<file path="src/rtl/serial_key_lock_if.sv">
// serial_key_lock_if: the switch/button side and the LED/status side of the
// serial key lock, grouped into one bundle. The master drives the shift
// strobe and the data bit. The slave (the lock) drives the indicators and
// counters. When SERIAL_KEY_LOCK_PROGRESS_EN is defined, the bundle also
// carries match_prefix.
interface serial_key_lock_if #(
  parameter int CW = 7,
  parameter int FW = 2
);
  logic          shift;
  logic          d;
  logic          led1;
  logic          led2;
  logic [CW-1:0] bit_count;
  logic [FW-1:0] fail_count;
`ifdef SERIAL_KEY_LOCK_PROGRESS_EN
  logic [CW-1:0] match_prefix;

  modport master (
    output shift, d,
    input  led1, led2, bit_count, fail_count, match_prefix
  );

  modport slave (
    input  shift, d,
    output led1, led2, bit_count, fail_count, match_prefix
  );
`else
  modport master (
    output shift, d,
    input  led1, led2, bit_count, fail_count
  );

  modport slave (
    input  shift, d,
    output led1, led2, bit_count, fail_count
  );
`endif
endinterface

</file>
<file path="src/rtl/serial_key_lock.sv">
// serial_key_lock: a serial key checker with a failed-attempt lockout.
//
// Bits on d are shifted in MSB-first on rising edges of the asynchronous
// shift strobe. Each framed KEY_WIDTH-bit attempt is compared against KEY.
// - A match lights led1. The lock then stays unlocked until reset.
// - Each failed attempt increments fail_count.
// - MAX_FAILS failures hold the lock shut for LOCK_CYCLES clocks, with led2
//   high for that time.
//
// shift and d are synchronised side by side through SYNC_STAGES flops, so a
// bit is always paired with the strobe it arrived with.
//
// Parameter constraints: KEY_WIDTH >= 2, SYNC_STAGES >= 2, MAX_FAILS >= 1,
// LOCK_CYCLES >= 1.
//
// Optional feature: define SERIAL_KEY_LOCK_PROGRESS_EN to add match_prefix.
// It reports how many leading bits of the current attempt agree with KEY.
module serial_key_lock #(
  parameter int                   KEY_WIDTH   = 64,
  parameter logic [KEY_WIDTH-1:0] KEY         = KEY_WIDTH'(64'h39C3_ADF0_E798_E1BC),
  parameter int                   SYNC_STAGES = 2,
  parameter int                   MAX_FAILS   = 3,
  parameter int                   LOCK_CYCLES = 1000
) (
  input logic              clk,
  input logic              reset,
  serial_key_lock_if.slave bus
);

  localparam int CW = $clog2(KEY_WIDTH + 1);
  localparam int FW = $clog2(MAX_FAILS + 1);
  localparam int TW = $clog2(LOCK_CYCLES + 1);

  localparam logic [CW-1:0] LAST_BIT  = CW'(KEY_WIDTH - 1);
  localparam logic [FW-1:0] FAILS_MAX = FW'(MAX_FAILS);
  localparam logic [TW-1:0] LOCK_LOAD = TW'(LOCK_CYCLES);
  localparam logic [TW-1:0] LOCK_LAST = TW'(1);

  typedef enum logic [1:0] {
    SHIFTING = 2'd0,
    CHECK    = 2'd1,
    UNLOCKED = 2'd2,
    LOCKED   = 2'd3
  } state_t;

  logic [SYNC_STAGES-1:0] shift_sync_q;
  logic [SYNC_STAGES-1:0] d_sync_q;
  logic                   shift_prev_q;
  logic                   shift_sync;
  logic                   d_sync;
  logic                   shift_edge;

  state_t                 state;
  logic [KEY_WIDTH-1:0]   sr;
  logic [CW-1:0]          bit_cnt;
  logic [FW-1:0]          fail_cnt;
  logic [TW-1:0]          lock_timer;
  logic                   led1_q;
  logic                   led2_q;

`ifdef SERIAL_KEY_LOCK_PROGRESS_EN
  logic [CW-1:0]          prefix;
  logic [KEY_WIDTH-1:0]   key_aligned;
  logic                   key_bit;

  // The key bit expected next is at index KEY_WIDTH-1-bit_cnt. Shifting the
  // key left by bit_cnt moves that bit to the top, which avoids a
  // variable-index select.
  assign key_aligned = KEY << bit_cnt;
  assign key_bit     = key_aligned[KEY_WIDTH-1];
`endif

  // Synchroniser: shift and d move through parallel flop chains, so both
  // leave on the same cycle. shift_prev is one more flop on the shift chain
  // and is used for edge detection.
  always_ff @(posedge clk or posedge reset) begin
    if (reset) begin
      shift_sync_q <= '0;
      d_sync_q     <= '0;
      shift_prev_q <= 1'b0;
    end else begin
      shift_sync_q <= {shift_sync_q[SYNC_STAGES-2:0], bus.shift};
      d_sync_q     <= {d_sync_q[SYNC_STAGES-2:0], bus.d};
      shift_prev_q <= shift_sync;
    end
  end

  // ---- synchronised domain: rising-edge detect, falling edges ignored ----
  assign shift_sync = shift_sync_q[SYNC_STAGES-1];
  assign d_sync     = d_sync_q[SYNC_STAGES-1];
  assign shift_edge = shift_sync & ~shift_prev_q;

  // Attempt FSM: owns the shift register, counters and lock timer. The LEDs
  // are registered next to the state they decode.
  always_ff @(posedge clk or posedge reset) begin
    if (reset) begin
      state      <= SHIFTING;
      sr         <= '0;
      bit_cnt    <= '0;
      fail_cnt   <= '0;
      lock_timer <= '0;
      led1_q     <= 1'b0;
      led2_q     <= 1'b0;
`ifdef SERIAL_KEY_LOCK_PROGRESS_EN
      prefix     <= '0;
`endif
    end else begin
      case (state)
        SHIFTING: begin
          if (shift_edge) begin
            sr      <= {sr[KEY_WIDTH-2:0], d_sync};
            bit_cnt <= bit_cnt + 1'b1;
`ifdef SERIAL_KEY_LOCK_PROGRESS_EN
            // The prefix grows only while every bit so far has matched.
            // After the first mismatch it stays frozen.
            if ((prefix == bit_cnt) && (d_sync == key_bit)) begin
              prefix <= prefix + 1'b1;
            end
`endif
            // The edge that delivers the last bit closes the frame.
            if (bit_cnt == LAST_BIT) begin
              state <= CHECK;
            end
          end
        end

        CHECK: begin
          // Edges seen in this cycle are dropped on purpose.
          if (sr == KEY) begin
            state  <= UNLOCKED;
            led1_q <= 1'b1;
          end else begin
            fail_cnt <= fail_cnt + 1'b1;
            sr       <= '0;
            bit_cnt  <= '0;
`ifdef SERIAL_KEY_LOCK_PROGRESS_EN
            prefix   <= '0;
`endif
            if (fail_cnt + 1'b1 == FAILS_MAX) begin
              state      <= LOCKED;
              lock_timer <= LOCK_LOAD;
              led2_q     <= 1'b1;
            end else begin
              state <= SHIFTING;
            end
          end
        end

        UNLOCKED: begin
          // Sticky until reset. Edges are ignored and bit_cnt stays at
          // KEY_WIDTH.
          led1_q <= 1'b1;
        end

        LOCKED: begin
          // The timer is loaded with LOCK_CYCLES and the lock is released on
          // the cycle it reads 1. led2 is therefore high for exactly
          // LOCK_CYCLES clocks.
          if (lock_timer == LOCK_LAST) begin
            lock_timer <= '0;
            fail_cnt   <= '0;
            state      <= SHIFTING;
            led2_q     <= 1'b0;
          end else begin
            lock_timer <= lock_timer - 1'b1;
          end
        end

        default: begin
          state  <= SHIFTING;
          led1_q <= 1'b0;
          led2_q <= 1'b0;
        end
      endcase
    end
  end

  // ---- registered outputs ----
  assign bus.led1       = led1_q;
  assign bus.led2       = led2_q;
  assign bus.bit_count  = bit_cnt;
  assign bus.fail_count = fail_cnt;
`ifdef SERIAL_KEY_LOCK_PROGRESS_EN
  assign bus.match_prefix = prefix;
`endif

endmodule

</file>
<file path="src/flat_wrapper.sv">
// flat-port wrapper written by rule: the top's interface ports become plain ports
module serial_key_lock_flat 
#(
  parameter int                   KEY_WIDTH   = 64,
  parameter logic [KEY_WIDTH-1:0] KEY         = KEY_WIDTH'(64'h39C3_ADF0_E798_E1BC),
  parameter int                   SYNC_STAGES = 2,
  parameter int                   MAX_FAILS   = 3,
  parameter int                   LOCK_CYCLES = 1000
)
  (clk, reset, bus_shift, bus_d, bus_led1, bus_led2, bus_bit_count, bus_fail_count);
  serial_key_lock_if #(.CW((7)), .FW((2))) bus_i ();
  input logic clk;
  input logic reset;
  input wire logic [$bits(bus_i.shift)-1:0] bus_shift;
  input wire logic [$bits(bus_i.d)-1:0] bus_d;
  output wire logic [$bits(bus_i.led1)-1:0] bus_led1;
  output wire logic [$bits(bus_i.led2)-1:0] bus_led2;
  output wire logic [$bits(bus_i.bit_count)-1:0] bus_bit_count;
  output wire logic [$bits(bus_i.fail_count)-1:0] bus_fail_count;
  assign bus_i.shift = bus_shift;
  assign bus_i.d = bus_d;
  assign bus_led1 = bus_i.led1;
  assign bus_led2 = bus_i.led2;
  assign bus_bit_count = bus_i.bit_count;
  assign bus_fail_count = bus_i.fail_count;
  serial_key_lock #(.KEY_WIDTH(KEY_WIDTH), .KEY(KEY), .SYNC_STAGES(SYNC_STAGES), .MAX_FAILS(MAX_FAILS), .LOCK_CYCLES(LOCK_CYCLES)) u_core (.clk(clk), .reset(reset), .bus(bus_i));
endmodule
</file>
<file path="config.mk">
export PLATFORM = sky130hd
export DESIGN_NAME = serial_key_lock_flat
export DESIGN_NICKNAME = d
export VERILOG_FILES = /design/src/rtl/serial_key_lock_if.sv /design/src/rtl/serial_key_lock.sv /design/src/flat_wrapper.sv
export SDC_FILE = /design/constraint.sdc
export NUM_CORES = 1
export LEC_CHECK = 0
export ABC_AREA = 0
export BUFFER_PORTS_ARGS = -buffer_cell sky130_fd_sc_hd__buf_2
export CORE_ASPECT_RATIO = 0.6
export CORE_UTILIZATION = 50
export DETAILED_ROUTE_END_ITERATION = 6
export PLACE_DENSITY = 0.67
export SYNTH_ARGS = -nofsm -noshare
export SYNTH_HDL_FRONTEND = slang
export SYNTH_SLANG_ARGS = --single-unit
export TNS_END_PERCENT = 30
</file>
<file path="constraint.sdc">
create_clock -name clk -period 4.03 [get_ports clk]
set_clock_uncertainty 0.15 [all_clocks]
set_input_delay 0.403 -clock clk [delete_from_list [all_inputs] [get_ports clk]]
set_output_delay 0.403 -clock clk [all_outputs]
set_load 0.02 [all_outputs]
</file>
== After elaboration in Yosys (flattened, before gate mapping) ==
Cells that the tools add are included.
Operators by class
  $add $sub $neg: 3
  equal/unequal tests: 13
  mux-type cells: 24
  bitwise operators: 2
  reductions and logical operators: 11
Operators by type and width (number)
  $mux 64: 2
  $pmux 64 s2: 1
  $eq 64x62->1 const B: 1
  $mux 10: 3
  $pmux 10 s2: 1
  $mux 7: 2
  $pmux 7 s2: 1
  $mux 2: 6
  $eq 10x1->1 const B: 1
  $ne 2x1->1 const B: 5
  $sub 10x1->10 const B: 1
  $reduce_and 3->1: 3
  $reduce_and 4->1: 2
  $add 7x1->7 const B: 1
  $eq 7x6->1 const B: 1
  $eq 2x2->1 const B: 3
  $pmux 2 s3: 1
  $reduce_bool 2->1: 3
  $mux 1: 4
  $pmux 1 s2: 2
  $pmux 2 s2: 1
  $reduce_bool 3->1: 1
  $add 2x1->2 const B: 1
  $eq 2x1->1 const B: 1
  5 further kinds: 5
Storage, ports and cells
  flip-flop bits (word level): 92
  output and inout bits: 11
  word-level logic and storage cells: 63

== Depth between registers and ports, before layout ==
Gate-level depths: netlist of the first run.
  depth in word-level cells: 5
  gate-level depth with buffers: 7

== Worst setup path after synthesis of the first run ==
No wires, ideal clock.
  path kind: register to register
  from: reg u_core.lock_timer[1]
  to: reg u_core.lock_timer[6]
  library setup time: 0.126 ns
  arrival: 1.897 ns
  required time: 3.754 ns
  path slack: 1.857 ns
  stages on the path, launching flop included: 8
  period minus slack after synthesis: 2.173 ns
  cell sequence: dfrtp_1 > inv_1 > ha_1 > or4b_1 > o31ai_4 > a21oi_2 > o21a_1 > a311o_1
On the way
  word-level cells in the longest chain between the ends: 3
  elaborated cells between the ends (all ways): 4
RTL lines
  start, declared: RTL line serial_key_lock.sv:57  | logic [TW-1:0] lock_timer;
  start signal, assigned: RTL line serial_key_lock.sv:165  | lock_timer <= lock_timer - 1'b1;
  $sub 10x1->10 / $eq 10x1->1 (equally long branches): RTL line serial_key_lock.sv:165, serial_key_lock.sv:159
  $mux 10 *: RTL line serial_key_lock.sv:159  | if (lock_timer == LOCK_LAST) begin
  $pmux 10 s2 *: RTL line serial_key_lock.sv:108  | case (state)
Every way passes the cells marked *; elsewhere a longest branch is shown, timed or not.
A chain may end at the register's enable or synchronous reset.

== Worst setup path in the final report of the first run ==
Same ends and word-level chain as after synthesis.

==> results of run 1 <==
## Yosys cell counts, types with 3 or more instances
cell type / instances / area, um2
dfrtp_1: 92 / 2302
buf_2: 3 / 15.01
nand2_1: 142 / 533.0
nand4_1: 6 / 37.54
o21ba_2: 3 / 30.03
o21ai_0: 73 / 365.4
nor3_1: 5 / 25.02
and4b_1: 7 / 70.07
inv_1: 8 / 30.03
o221ai_1: 3 / 26.28
nor4b_1: 4 / 35.03
ha_1: 4 / 50.05
xor2_1: 3 / 26.28
o21a_1: 3 / 22.52
a21oi_1: 4 / 20.02
or3_1: 3 / 18.77
nor2_1: 10 / 37.54
nor4bb_1: 5 / 50.05
mux2i_1: 4 / 40.04
clkbuf_1: 23 / 86.33
## how the worst max path moves through the flow
stage / start / endpoint / slack, ns / cells past startpoint
floorplan: reset / u_core.bus.bit_count[0] / 1.09 / 1
global placement: u_core.state[0] / u_core.sr[1] / 1.65 / 4
detailed placement: u_core.state[0] / u_core.sr[20] / 1.60 / 4
CTS: u_core.sr[50] / u_core.bus.bit_count[1] / 1.59 / 7
global route: u_core.sr[50] / u_core.sr[11] / 1.38 / 7
finish: u_core.lock_timer[1] / u_core.lock_timer[6] / 1.60 / 7
## through the flow
stage	utilization	worst slack (ns)	area, um2
finish	0.5786	1.598	4561
global route	0.5786	1.383	4561
CTS	0.5786	1.591	4561
detailed placement	0.5379	1.596	4240
global placement	0.5379	1.649	4240
floorplan	-	1.085	4068
## final cells by class
class / count / area [um2] / share of cell area
Timing Repair Buffer: 22 / 132.6 / 0.02908
Clock buffer: 12 / 236.5 / 0.05185
Clock inverter: 4 / 73.82 / 0.01619
Multi-Input combinational cell: 307 / 1649 / 0.3616
Tap cell: 108 / 135.1 / 0.02963
Inverter: 8 / 31.28 / 0.006859
Sequential cell: 92 / 2302 / 0.5048
## cells by family after synthesis
logic type / after synthesis
AND/OR/NAND/NOR: 196
AO/OA/AOI/OAI: 100
flip-flops: 92
buffers and inverters: 34
multiplexers: 4
adder cells (fa/ha/maj): 4
XOR/XNOR: 3
## layer usage
layer,up-vias,global-route usage,wire [um]
li1,1496,-,-
met1,1551,0.3491,4482
met2,72,0.2850,3382
met3,10,0.06688,542
met4,0,0.07876,105
met5,-,0,0
## power breakdown
| part | leakage, nW | switching (mW) | internal, mW |
|---|---|---|---|
| Sequential | 1.26 | 0.0544 | 0.979 |
| Clock | 0.151 | 0.344 | 0.544 |
| Combinational | 0.570 | 0.104 | 0.0516 |
## placed cells by master, fill, tap and decap left out, types with 4 or more instances in the layout
cell type	instances
nor4bb_1	5
ha_1	4
nor3_1	5
clkbuf_16	9
nand4_1	6
a21oi_1	4
dfrtp_1	92
buf_4	7
and4b_1	7
o21ai_0	73
nand2_1	142
nor4b_1	4
inv_1	7
nor2_1	10
mux2i_1	4
buf_2	14
## sequential cells by signal, indices dropped and copies added, names as in the netlist
| name | count |
|---|---|
| u_core.bus.bit_count | 7 |
| u_core.bus.fail_count | 2 |
| u_core.bus.led1 | 1 |
| u_core.bus.led2 | 1 |
| u_core.d_sync_q | 2 |
| u_core.lock_timer | 10 |
| u_core.shift_prev_q | 1 |
| u_core.shift_sync_q | 2 |
| u_core.sr | 64 |
| u_core.state | 2 |
## timing repair
| action | in CTS | in global routing |
|---|---|---|
| setup endpoints to repair | 0 | 0 |
| hold buffers | 1 | 0 |
| endpoints found under the hold margin | 30 | 0 |
| buffers inserted | 0 | 0 |
==> metrics.txt, run 1 <==
final cell count without fillers=553; placed cells=536; chip height=71.87 um; count of final hold-check violations=0; total chip power=2.077 mW; CTS root buf=clkbuf_16; area delta synth->final=12.12%; clk_lat worst skew=0.35 ns; CP max FO=9; synthesized area=4068 um2; Post-DP HPWL=5.443 mm; Startpoint Class=flip-flop; CTS tree=done; final wirelength=8.512 mm; Via density=5.658; compound-gate portion of the synthesized area=0.1455; worst hold path type=in2reg; worst relative slew slack=0.4493; H-tree lvl count=3; Inserted Diodes=0; Worst R2R Start=u_core.lock_timer[1]; r2r setup slk=1.60 ns; setup TNS=0 ns; vias=3129; Syn Inst Count=433; Buf/Inv on CP=1; clock slew seen by the registers of the worst setup and hold paths=0.06 ns; Sink Count=92; Yosys warnings=0; status=complete, no violations; post-synthesis mux area share=0.009843; fillers=709; async set or reset register ratio after synthesis=1.000; final setup vio count=0; Yosys cell types=45; Max stage delay on crit path=0.51 ns; synthesized flop and latch total=92; number of global-route vias before repair=2802; Resize count post-CTS=0; DRC errors left=0; Reg2Reg Depth=7; CTS Buf Count=9; Syn Nets=441; starting density of the core=0.5160; fin crit period=2.432 ns; nets=448; Port Buffers=14; Post-Synth Simple-Gate Area=0.2276; first-pass GRT wire length=14.36 mm; slew at the pin with the worst max-slew slack=0.8243 ns; worst min-delay path endpoint=u_core.shift_sync_q[0]; initial antenna violation count=0; Hold WS=0.01455 ns; peak supply drop=0.0002029 V; Die ar.=8512 um2; Period Utilization, post-route=0.6035; width of the die=118.4 um; layout cells sized above 1=0.1056; total global routing overflow=0; max-slew violations=0; worst path required time=4.11 ns; maxcap violations=0; largest delay contributor family on the critical path=compound AO/OA/AOI/OAI gates; gr usage total=0.2225; Power Density=455.5 nW/um2; RR Endpoint=u_core.lock_timer[6]; Worst setup EP type=flip-flop; largest net degree at the start of global routing=73; initial drt markers=360; RSZ-0062 raised after global routing=false; Core Area=7883 um2; drt pass-1 iters=5; Final Wtd Congestion=0.8218; Top FF cell, synth=dfrtp_1; hold depth=1; post-synthesis adder-cell area fraction=0.01230; DRT antenna net count=0; kind of critical path=reg2reg; Row Count=25; crit path cell chain=inv_1 -> ha_1 -> or4b_1 -> o31ai_4 -> a21oi_2 -> o21a_1 -> a311o_1; crit path max-delay cell type=or4b_1; largest family of logic cells by synthesized area=simple AND/OR/NAND/NOR gates; hold_sp=bus_shift; post-synthesis sequential area ratio=0.5660; routed len/inst=15.39 um; Avg Inst Size Synth=9.394 um2; deepest clock path buffer count=2; Post-Synth XOR/XNOR Area=0.006460; Leak=1.978 nW; EDFF count, synth=0; critical path arrival=2.51 ns; Max Fclk=0.4111 GHz; io pins=15
Note: power is estimated with default switching activity, not from simulation.
==> run 2: changes to the inputs <==
- ABC_AREA: 0 -> 1
- PLACE_DENSITY: 0.67 -> 0.66
- clock period: 4.03 -> 2.45 ns (I/O delays scaled with it)
==> metrics.txt, run 2 <==
initial drt markers=281 (was 360); number of global-route vias before repair=2980 (was 2802); clock slew seen by the registers of the worst setup and hold paths=0.06 ns (about the same); Core Area=8070 um2 (was 7883 um2); max-slew violations=0 (unchanged); Yosys warnings=0 (unchanged); starting density of the core=0.5310 (was 0.5160); most instantiated cells after synthesis=nand2_1, dfrtp_1, nand3_1, nor2_1, inv_1 (was nand2_1, dfrtp_1, o21ai_0, clkbuf_1, nor2_1); CTS root buf=clkbuf_16 (unchanged); register area=2302 um2 (unchanged); Power Density=713.2 nW/um2 (was 455.5 nW/um2); DRC errors left=0 (unchanged); chip height=73.71 um (was 71.87 um); async set or reset register ratio after synthesis=1.000 (unchanged); largest family of logic cells by synthesized area=simple AND/OR/NAND/NOR gates (unchanged); final wirelength=8.460 mm (was 8.512 mm); synthesized area=4285 um2 (was 4068 um2); Comb pwr share=0.084 (was 0.075); Core Util, Final=0.5893 (was 0.5786); Syn Nets=544 (was 441); Period Utilization, post-route=0.8021 (was 0.6035); Worst setup EP type=flip-flop (unchanged); Inserted Diodes=0 (unchanged); top cell type by total area after synthesis=dfrtp_1 (unchanged); Post-Synth XOR/XNOR Area=0.006131 (was 0.006460); vias=3338 (was 3129); peak supply drop=0.0003777 V (was 0.0002029 V); H-tree lvl count=3 (unchanged); Leak=2.666 nW (was 1.978 nW); cell with the most instances after synthesis=nand2_1 (unchanged); fin crit period=1.965 ns (was 2.432 ns); Sink Count=92 (unchanged); P_sw=0.8103 mW (was 0.5025 mW); clk_lat worst skew=0.34 ns (was 0.35 ns); first-pass GRT wire length=14.37 mm (was 14.36 mm); status=complete, no violations (unchanged); Avg Inst Size Synth=7.995 um2 (was 9.394 um2); Max Fclk=0.5089 GHz (was 0.4111 GHz); Reg power frac=0.500 (was 0.498); critical path arrival=2.04 ns (was 2.51 ns); internal power=2.581 mW (was 1.575 mW); compound-gate portion of the synthesized area=0.01723 (was 0.1455); Die ar.=8957 um2 (was 8512 um2); RSZ-0062 raised after global routing=false (unchanged); layout cells sized above 1=0.08333 (was 0.1056); post-synthesis adder-cell area fraction=0.01168 (was 0.01230); synthesized flop and latch total=92 (unchanged); most frequent cells in the layout=nand2_1, dfrtp_1, nand3_1 (was nand2_1, dfrtp_1, o21ai_0); Post-Layout Inst Area=4756 um2 (was 4561 um2); width of the die=121.5 um (was 118.4 um); final setup vio count=0 (unchanged); area delta synth->final=10.98% (was 12.12%); total global routing overflow=0 (unchanged); Clk pwr share=0.416 (was 0.427); setup TNS=0 ns (unchanged); largest net degree at the start of global routing=72 (was 73); slew at the pin with the worst max-slew slack=0.5677 ns (was 0.8243 ns); maxcap violations=0 (unchanged); CTS Buf Count=9 (unchanged); worst path required time=2.52 ns (was 4.11 ns); total chip power=3.392 mW (was 2.077 mW); Post-CTS Setup Repair Bufs=0 (unchanged); Via density=5.058 (was 5.658); drt pass-1 iters=4 (was 5); CTS tree=done (unchanged); kind of critical path=reg2reg (unchanged); gr usage total=0.2071 (was 0.2225); routed len/inst=12.82 um (was 15.39 um); max reg flops=64 (unchanged); worst relative slew slack=0.6216 (was 0.4493); Switching Fraction=0.2389 (was 0.2419); Row Count=25 (unchanged); count of final hold-check violations=0 (unchanged); Resize count post-CTS=0 (unchanged); Top FF cell, synth=dfrtp_1 (unchanged); area occupied by multi-input gates=1679 um2 (was 1649 um2); post-synth top area share=0.5372 (was 0.5660); post-synthesis mux area share=0 (was 0.009843); Final Wtd Congestion=0.8551 (was 0.8218); fillers=733 (was 709); hold depth=0 (was 1); Reg2Reg Depth=6 (was 7); io pins=15 (unchanged); Post-DP HPWL=5.271 mm (was 5.443 mm); EDFF count, synth=0 (unchanged); deepest clock path buffer count=2 (unchanged); Reg with most FFs=u_core.sr (unchanged); CP max FO=12 (was 9); Yosys cell types=27 (was 45); placed inst area=4422 um2 (was 4240 um2); DRT antenna net count=0 (unchanged); post-synthesis sequential area ratio=0.5372 (was 0.5660); synth top area cells=dfrtp_1, nand2_1, nand3_1, nor2_1, inv_1 (was dfrtp_1, nand2_1, o21ai_0, clkbuf_1, and4b_1); worst hold path type=reg2reg (was in2reg); most common cell after layout, fill and taps aside=nand2_1 (unchanged); initial antenna violation count=0 (unchanged); Port Buffers=14 (unchanged); nets=556 (was 448); Post-Synth Simple-Gate Area=0.3562 (was 0.2276); hold_buf cts=3 (was 1); Startpoint Class=flip-flop (unchanged); Syn Inst Count=536 (was 433)
run 2: power by group through the flow:
stage | combinational, mW | clock, mW | sequential, mW
floorplan | 0.164 | 0 | 1.74
global placement | 0.282 | 0 | 1.72
detailed placement | 0.286 | 0 | 1.72
CTS | 0.291 | 1.44 | 1.69
global route | 0.328 | 1.51 | 1.71
finish | 0.286 | 1.41 | 1.70
run 2: layer usage:
metal  vias to the layer above  share of wire  global-route usage
met1                      1556           0.53              0.2991
met4                         0         0.0034             0.05213
li1                       1705              -                   -
met3                         5          0.050             0.06134
met5                         -              0                   0
met2                        72           0.42              0.3037
run 2: worst paths after layout:
path | start | end | slack, ns
worst min-delay path | u_core.d_sync_q[0] | u_core.d_sync_q[1] | 0.21
worst max register to register | u_core.state[1] | u_core.state[1] | 0.48
max in group asynchronous | reset | u_core.sr[49] | 1.20
worst min register to register | u_core.d_sync_q[0] | u_core.d_sync_q[1] | 0.21
min in group asynchronous | reset | u_core.lock_timer[5] | 0.33
worst max-delay path | u_core.state[1] | u_core.state[1] | 0.48
run 2: layout make-up:
cell class | instances | area share
Multi-Input combinational cell | 380 | 0.3531
Inverter | 41 | 0.03315
Tap cell | 108 | 0.02841
Clock buffer | 14 | 0.05762
Clock inverter | 1 | 0.006314
Timing Repair Buffer | 24 | 0.03736
Sequential cell | 92 | 0.4841
run 2: stage by stage:
stage,instances,hold slack (ns),setup slack [ns]
6_report,660,0.2096,0.4849
3_5_place_dp,642,0.1468,0.5105
4_1_cts,660,0.2122,0.5028
3_3_place_gp,642,0.1414,0.5151
2_1_floorplan,536,0.1264,0.8977
5_1_grt,660,0.2156,0.3188
run 2: logic make-up after synthesis:
kind of cell | after synthesis
fa+ha+maj | 4
flops | 92
simple gates | 360
compound gates | 13
xor+xnor | 3
buf+inv | 64
run 2: worst max-delay path, stage by stage (launching register included):
cell	delay, ns
dfrtp_1	0.41
nand2_1	0.35
clkinv_1	0.37
nand2_1	0.21
inv_1	0.09
a211oi_1	0.19
nand2_1	0.07
==> run 3: changes to the inputs <==
- clock period: 2.45 -> 1.85 ns (I/O delays scaled with it)
==> metrics.txt, run 3 (synthesis results as in run 2) <==
final wirelength=8.865 mm (was 8.460 mm); first-pass GRT wire length=14.90 mm (was 14.37 mm); total chip power=4.340 mW (was 3.392 mW); worst relative slew slack=0.6491 (was 0.6216); setup TNS=0 ns (unchanged); slew at the pin with the worst max-slew slack=0.5263 ns (was 0.5677 ns); io pins=15 (unchanged); chip height=73.71 um (unchanged); Leak=2.746 nW (was 2.666 nW); starting density of the core=0.5310 (unchanged); initial antenna violation count=0 (unchanged); CTS root buf=clkbuf_16 (unchanged); final setup vio count=0 (unchanged); Buf/Inv on CP=1 (was 2); Max stage delay on crit path=0.40 ns (was 0.41 ns); total global routing overflow=0 (unchanged); width of the die=121.5 um (unchanged); drt pass-1 iters=6 (was 4); crit path max-delay cell type=dfrtp_1 (unchanged); H-tree lvl count=3 (unchanged); max-slew violations=0 (unchanged); clock slew seen by the registers of the worst setup and hold paths=0.07 ns (was 0.06 ns); number of global-route vias before repair=3133 (was 2980); largest delay contributor family on the critical path=simple AND/OR/NAND/NOR gates (unchanged); deepest clock path buffer count=2 (unchanged); DRC errors left=0 (unchanged); CP max FO=10 (was 12); gr usage total=0.2160 (was 0.2071); Port Buffers=14 (unchanged); Sink Count=92 (unchanged); CTS tree=done (unchanged); clk_lat worst skew=0.34 ns (about the same); Startpoint Class=flip-flop (unchanged); largest net degree at the start of global routing=93 (was 72); routed len/inst=13.08 um (was 12.82 um); maxcap violations=0 (unchanged); status=complete, no violations (unchanged); most common cell after layout, fill and taps aside=nand2_1 (unchanged); fin crit period=1.738 ns (was 1.965 ns); Core Area=8070 um2 (unchanged); layout cells sized above 1=0.1193 (was 0.08333); vias=3482 (was 3338); Period Utilization, post-route=0.9392 (was 0.8021); Via density=5.136 (was 5.058); most frequent cells in the layout=nand2_1, dfrtp_1, nand3_1 (unchanged); Final Wtd Congestion=0.8744 (was 0.8551); nets=573 (was 556); worst hold path type=reg2reg (unchanged); worst path required time=1.98 ns (was 2.52 ns); Max Fclk=0.5755 GHz (was 0.5089 GHz); area delta synth->final=14.74% (was 10.98%); Post-DP HPWL=5.628 mm (was 5.271 mm); peak supply drop=0.0005144 V (was 0.0003777 V); RSZ-0062 raised after global routing=false (unchanged); count of final hold-check violations=0 (unchanged); Inserted Diodes=0 (unchanged); max reg flops=64 (unchanged); initial drt markers=365 (was 281); Die ar.=8957 um2 (unchanged); DRT antenna net count=0 (unchanged); crit path cell chain=nor2_1 -> nand2_1 -> nor2_2 -> nand2_1 -> nor2_4 -> nand2_4 -> nand2_1 -> buf_4 -> nand3_1 -> nand2_1 (was nand2_1 -> clkinv_1 -> nand2_1 -> inv_1 -> a211oi_1 -> nand2_1); Worst setup EP type=flip-flop (unchanged); Row Count=25 (unchanged); Reg with most FFs=u_core.sr (unchanged); CTS Buf Count=9 (unchanged); critical path arrival=1.86 ns (was 2.04 ns); Power Density=882.6 nW/um2 (was 713.2 nW/um2); cell repeated most along the worst path=nand2_1 (unchanged); kind of critical path=reg2reg (unchanged)
-- run 3: power by group --
group / internal [mW] / total (mW) / switching (mW) / leakage (nW)
registers: 2.13 / 2.25 / 0.118 / 1.26
logic: 0.136 / 0.380 / 0.244 / 1.35
clock network: 0.944 / 1.71 / 0.770 / 0.135
-- run 3: metrics by stage --
step / utilization / setup WS, ns / instance area, um2 / cells / hold WS [ns]
after floorplan: - / 0.2977 / 4289 / 536 / 0.06643
after global placement: 0.5597 / 0.07786 / 4517 / 653 / 0.1457
after detailed placement: 0.5597 / 0.06382 / 4517 / 653 / 0.1444
after CTS: 0.5978 / 0.02568 / 4825 / 672 / 0.2064
after global routing: 0.6093 / 0.002322 / 4917 / 678 / 0.2186
final: 0.6093 / 0.1125 / 4917 / 678 / 0.2038
-- run 3: timing repair --
item / CTS / global route
gates resized for setup: 0 / 7
hold buffers: 3 / 0
endpoints found under the setup margin: 0 / 70
setup buffers: 0 / 4
hold endpoints to repair: 94 / 0
-- run 3: layer usage --
metal	up-vias	global-route usage	share of wire
li1	1754	-	-
met5	-	0	0
met1	1641	0.3230	0.52
met4	0	0.06447	0.0092
met2	77	0.3056	0.42
met3	10	0.05590	0.049
-- run 3: worst paths after layout --
path | startpoint | to | slack [ns] | cells past startpoint
worst max-delay path | u_core.sr[41] | u_core.lock_timer[5] | 0.11 | 10
worst min-delay path | u_core.d_sync_q[0] | u_core.d_sync_q[1] | 0.20 | 0
worst max register to register | u_core.sr[41] | u_core.lock_timer[5] | 0.11 | 10
worst min register to register | u_core.d_sync_q[0] | u_core.d_sync_q[1] | 0.20 | 0
max in group asynchronous | reset | u_core.sr[10] | 0.80 | 4
min in group asynchronous | reset | u_core.lock_timer[7] | 0.35 | 4
-- run 3: area by class of cell --
class | instances | area (um2)
clock buffer | 10 | 239.0
multi-input combinational | 381 | 1705
sequential | 92 | 2302
tap | 108 | 135.1
fill | 740 | 3153
clock inverter | 6 | 38.79
timing repair buffer | 40 | 339.1
inverter | 41 | 157.7
